`src/rtl/bottle_batch_downcounter.sv`:
```
// bottle_batch_downcounter: loads a batch size, counts bottles down to zero, waits for ack and tallies batches
module bottle_batch_downcounter #(
  parameter int WIDTH = 8
) (
  input  logic             clk,
  input  logic             reset,
  input  logic             start,
  input  logic [WIDTH-1:0] batch_size,
  input  logic             bottle_in,
  input  logic             ack,
  output logic [WIDTH-1:0] remaining,
  output logic             busy,
  output logic             done,
  output logic [WIDTH-1:0] batches,
  output logic             stray
);
  typedef enum logic [1:0] {IDLE, COUNT, DONE} state_t;
  state_t state;
  logic s1, s2, s3;
  logic pulse;
  assign pulse = s2 & ~s3;
  assign busy = state == COUNT;
  assign done = state == DONE;
  always_ff @(posedge clk)
    if (!reset) begin
      state <= IDLE;
      remaining <= '0;
      batches <= '0;
      stray <= 1'b0;
      {s3, s2, s1} <= 3'b000;
    end else begin
      {s3, s2, s1} <= {s2, s1, bottle_in};
      case (state)
        IDLE:
          if (start) begin
            remaining <= batch_size;
            stray <= 1'b0;
            state <= (batch_size != '0) ? COUNT : DONE;
          end else if (pulse) stray <= 1'b1;
        COUNT:
          if (pulse) begin
            remaining <= remaining - WIDTH'(1);
            if (remaining == WIDTH'(1)) state <= DONE;
          end
        DONE: begin
          if (pulse) stray <= 1'b1;
          if (ack) begin
            batches <= batches + WIDTH'(1);
            state <= IDLE;
          end
        end
        default: state <= IDLE;
      endcase
    end
endmodule

```
`config.mk`:
```
export PLATFORM = sky130hd
export DESIGN_NAME = bottle_batch_downcounter
export DESIGN_NICKNAME = d
export VERILOG_FILES = /design/src/rtl/bottle_batch_downcounter.sv
export SDC_FILE = /design/constraint.sdc
export NUM_CORES = 1
export LEC_CHECK = 0
export ABC_AREA = 1
export BUFFER_PORTS_ARGS = -buffer_cell sky130_fd_sc_hd__buf_2
export CAP_MARGIN = 15
export CORE_ASPECT_RATIO = 2
export CORE_UTILIZATION = 43
export CTS_CLUSTER_SIZE = 8
export DETAILED_ROUTE_END_ITERATION = 16
export PLACE_DENSITY = 0.67
export RECOVER_POWER = 100
export SLEW_MARGIN = 20
export SYNTH_ARGS = -nofsm -noshare
export SYNTH_HDL_FRONTEND = slang
export SYNTH_SLANG_ARGS = --single-unit
export TNS_END_PERCENT = 50
```
`constraint.sdc`:
```
create_clock -name clk -period 1.4 [get_ports clk]
set_input_delay 0.21 -clock clk [delete_from_list [all_inputs] [get_ports clk]]
set_output_delay 0.21 -clock clk [all_outputs]
set_load 0.1 [all_outputs]
```
# Word level (Yosys, flattened, before mapping)
# Cells that the tools add are included.
[totals]
in_bits = 13
out_inout_bits = 19
register_bits = 22
word_cells = 37
[op_classes]
mux = 12
eq_ne = 7
n_reduce_logical = 7
addsub = 2
bitwise = 2
[ops]
columns = ["cell", "n"]
rows = [
  ["$mux 8", 2],
  ["$pmux 8 s2", 1],
  ["$mux 2", 5],
  ["$add 8x1->8 const B", 1],
  ["$eq 8x1->1 const B", 1],
  ["$reduce_bool 8->1", 1],
  ["$sub 8x1->8 const B", 1],
  ["$pmux 2 s3", 1],
  ["$ne 2x1->1 const B", 2],
  ["$ne 2x2->1 const B", 2],
  ["$reduce_and 4->1", 1],
  ["$reduce_bool 2->1", 2],
  ["$reduce_and 3->1", 1],
  ["$eq 2x1->1 const B", 1],
  ["$eq 2x2->1 const B", 1],
  ["$logic_not 2->1", 1],
  ["$mux 1", 2],
  ["$pmux 1 s2", 1],
  ["$reduce_and 2->1", 1],
  ["$and 1x1->1", 1],
  ["$not 1->1", 1],
]

# Logic depth before layout (Yosys ltp)
[depth]
depth_word = 5
mapped_depth = 8
mapped_depth_nobuf = 8

# Least setup slack after synthesis
# No wires, ideal clock.
[synth_timing]
kind = "reg-to-reg"
start = "reg state[1]"
end = "reg batches[1]"
path_slack_ns = -0.918
required_time_ns = 1.282
arrival_time_ns = 2.200
setup_ns = 0.118
path_buffers = 0
synth_period_minus_slack_ns = 2.318
stages_incl_launch_ff = 6
path_cell_list = "dfxtp_1 > inv_1 > nor2_1 > nand2_1 > nor2_1 > nor2_1"
[synth_via]
elab_chain_cells = 2
[synth_rtl]
columns = ["element", "line", "text"]
rows = [
  ["from (decl)", "18", "state_t state;"],
  ["from (signal assigned)", "38", "state <= (batch_size != '0) ? COUNT : DONE;"],
  ["$eq 2x2->1", "n/a", ""],
  ["via done", "13", "output logic done,"],
  ["$reduce_and 2->1 (no source line)", "n/a", ""],
  ["to (signal assigned)", "48", "batches <= batches + WIDTH'(1);"],
  ["to (decl)", "14", "output logic [WIDTH-1:0] batches,"],
]
# The timed path passes the listed nets, and every way through them passes these cells.
# A chain may end at the register's enable or synchronous reset.

# Worst setup path after layout
[layout_timing]
start = "reg batches[3]"
end = "out batches[3]"
# No word-level cell between the ends.

==> results.md <==
- Max cap viols: 0
- Worst path depth: 1
- Core area: 2740 sq um
- Pwr Density: 2440 nW/um^2
- Vias: 1,364
- Clock Latency Late Sink: 0.26 ns
- Area leader, netlist: dfxtp_1
- DP HPWL: 2620 um
- Inst Count DP: 254
- Psw: 2080 uW
- Ports: 32
- Critical Path Max Stage Delay: 0.47 ns
- Y dimension of the die: 77.6 um
- Switching portion of total power: 54.5%
- Die Area: 3090 sq um
- Mapped Avg Cell Area: 6.41 sq um
- WL per Instance: 12.5 um
- CTS tree: done
- Setup Crit Path Kind: flip-flop to output pin
- Yosys reg bits: 22
- Cell area after synthesis: 1230 sq um
- Num CTS Buffers: 3
- Endpoint class of the critical path: output pin
- Netlist cell types: 25
- Post-synthesis sequential area ratio: 35.8%
- Hold Path Cell Cnt: 3
- Synth Net Count: 208
- H-tree depth: 1
- GP Congestion: 0.862
- Status: completed
- Drt first pass iters: 4
- Worst-Margin Slew: 0.546 ns
- Reg power frac: 24.8%
- Final Hold Vio Count: 0
- CP max FO: 7
- Vias per cell: 5.31
- CP max stage cell: clkbuf_2
- VDD IR max: 1.69 mV
- RSZ-0062 raised after global routing: no
- Final ANT Viol Nets: 0
- Fmax: 0.745 GHz
- Initial antenna violation count: 0
- Clk buf depth: 2
- Final setup violation count: 0
- PortBufs: 31
- Clock share of power: 15.5%
- Worst Path Buf+Inv: 1
- Reg2Reg Depth: 7
- Post-Layout Cell Count: 257
- Post-route cell area: 1560 sq um
- Critical path launch point type: flip-flop
- Top cells by area, synth: dfxtp_1 36%, nand2_1 15%, nor2_1 9.2%
- Pleak: 0.000744 uW
- DP Area: 1510 sq um
- Synth Instances: 192
- 1st-iter DRT viols: 21
- Total gr overflow: 0
- Ant. Diodes: 0
- Rows: 27
- Logic pwr share: 59.7%
- Pint: 1740 uW
- Clock transition at path regs: 0.09 ns
- Clock sinks: 22
- Post-route minimum period: 1.34 ns
- CP delay by family, top: buffers and inverters
- Critical Path RT: 1.19 ns
- # hold bufs at CTS: 0
- Fin nets: 245
- Yosys warning total: 0
- Worst Slack Setup Final: 0.0580 ns
- Syn-to-layout area delta: 27.1%
- CP Cell Sequence: clkbuf_2
- Final Max Tran Viols: 0
- Routed Wire Length: 3210 um
- Largest net degree at the start of global routing: 14
- Worst EP arrival: 1.13 ns
- Gr usage total: 22.7%
- Share of the synthesized area in the top cell type: 35.8%
- Pre-CTS WS: 0.0577 ns
- Initial Utilization: 44.9%
- Clock root buffer: clkbuf_8
- First-pass GRT wire length: 5050 um
- Setup bufs post-CTS: 0
- Fin crit share: 95.9%
- Die X: 39.8 um
- # DRC: 0
- Worst min-delay path category: input pin to flip-flop
- Slew headroom: 63.8%
- Share of cells above drive strength 1: 28.9%
- Total power: 3810 uW
- Vias in the first global route: 1,247
- Clock Skew: 0.00586 ns
==> Yosys cell counts <==
cell	count
dfxtp_1	22
o21ai_4	1
nor2_1	30
a21oi_2	1
nor2_4	1
o21ai_0	13
buf_4	1
ha_1	3
nor3_1	2
a31oi_1	1
buf_2	2
nand2_1	49
nand4_1	1
a21oi_1	16
nand2_2	1
o21bai_2	1
or2_2	1
inv_4	1
o21ai_1	1
o211ai_1	1
o21a_1	1
inv_1	26
nand3b_1	2
nor2_2	1
nand3_1	13
==> per-stage QoR <==
step,hold slack [ns],TNS [ns],utilization (%)
finish,0.130,0,57.1
global route,0.132,0,57.1
CTS,0.131,0,57.8
detailed placement,0.404,0,55.1
global placement,0.390,0,55.1
floorplan,0.299,-0.0594,-
==> layout by cell type (no fill, tap or decap) <==
| cell type | synthesis | layout |
|---|---|---|
| a21oi_1 | 16 | 16 |
| a21oi_2 | 1 | 1 |
| a31oi_1 | 1 | 1 |
| buf_2 | 2 | 12 |
| buf_4 | 1 | 3 |
| buf_6 | 0 | 1 |
| buf_8 | 0 | 1 |
| bufinv_16 | 0 | 1 |
| clkbuf_1 | 0 | 2 |
| clkbuf_2 | 0 | 16 |
| clkbuf_8 | 0 | 3 |
| dfxtp_1 | 22 | 5 |
| dfxtp_2 | 0 | 14 |
| dfxtp_4 | 0 | 3 |
| ha_1 | 3 | 3 |
| inv_1 | 26 | 24 |
| inv_2 | 0 | 1 |
| inv_4 | 1 | 2 |
| nand2_1 | 49 | 49 |
| nand2_4 | 0 | 1 |
| nand3_1 | 13 | 13 |
| nand3b_1 | 2 | 2 |
| nand4_1 | 1 | 1 |
| nor2_1 | 30 | 28 |
| nor2_2 | 1 | 2 |
| nor2_4 | 1 | 2 |
| nor3_1 | 2 | 2 |
| o211ai_1 | 1 | 1 |
| o21a_1 | 1 | 1 |
| o21ai_0 | 13 | 12 |
| o21ai_1 | 1 | 2 |
| o21ai_4 | 1 | 1 |
| o21bai_2 | 1 | 1 |
| or2_2 | 1 | 1 |
==> logic make-up after synthesis <==
family          synth area share [%]
compound gates                  16.9
fa+ha+maj                       3.05
buf+inv                         9.87
flops                           35.8
simple gates                    34.4
==> path summary, 6_finish.rpt <==
path,from,endpoint,slack [ns]
setup / recovery,batches[3]$_SDFFE_PN0P_,batches[3],0.06
hold / removal,bottle_in,s1$_SDFF_PN0_,0.13
setup reg to reg,remaining[1]$_SDFFE_PN0P_,remaining[6]$_SDFFE_PN0P_,0.11
hold reg to reg,s1$_SDFF_PN0_,s2$_SDFF_PN0_,0.43
==> state kept, by name, indices dropped and copies added, names as in the netlist <==
name / flops
batches: 8
remaining: 8
state: 2
s1: 1
s2: 1
s3: 1
stray: 1
==> worst register-to-register path, stage by stage, from the launching register on <==
cell	delay [ns]
dfxtp_4	0.34
inv_1	0.11
ha_1	0.24
inv_1	0.07
o21ai_0	0.15
nand3_1	0.10
nand2_1	0.09
a21oi_2	0.05
==> repair_timing <==
item / 4_1_cts / 5_1_grt
gates resized for setup: 6 / 2
cloned: 0 / 0
endpoints found under the setup margin: 1 / 2
==> final cells by class <==
| cell class | instances | area [sq um] |
|---|---|---|
| tap | 29 | 36.3 |
| inverter | 27 | 106 |
| fill | 286 | 1170 |
| sequential | 22 | 469 |
| clock inverter | 1 | 30.0 |
| clock buffer | 3 | 41.3 |
| multi-input combinational | 140 | 683 |
| timing repair buffer | 35 | 196 |
==> power by group through the flow <==
stage	Clock [uW]	Sequential, uW	Combinational [uW]
global placement	0	934	2280
detailed placement	0	940	2330
CTS	601	944	2330
global route	622	961	2450
finish	591	946	2280
floorplan	0	1630	1100
==> per-layer routing <==
metal	up-vias	share of wire, %	track usage [%]
met2	31	59	44.8
met4	0	1.6	8.62
met3	4	2.5	0.857
met1	646	37	21.4
met5	-	0	0
li1	683	-	-
(Power assumes the default switching activity.)
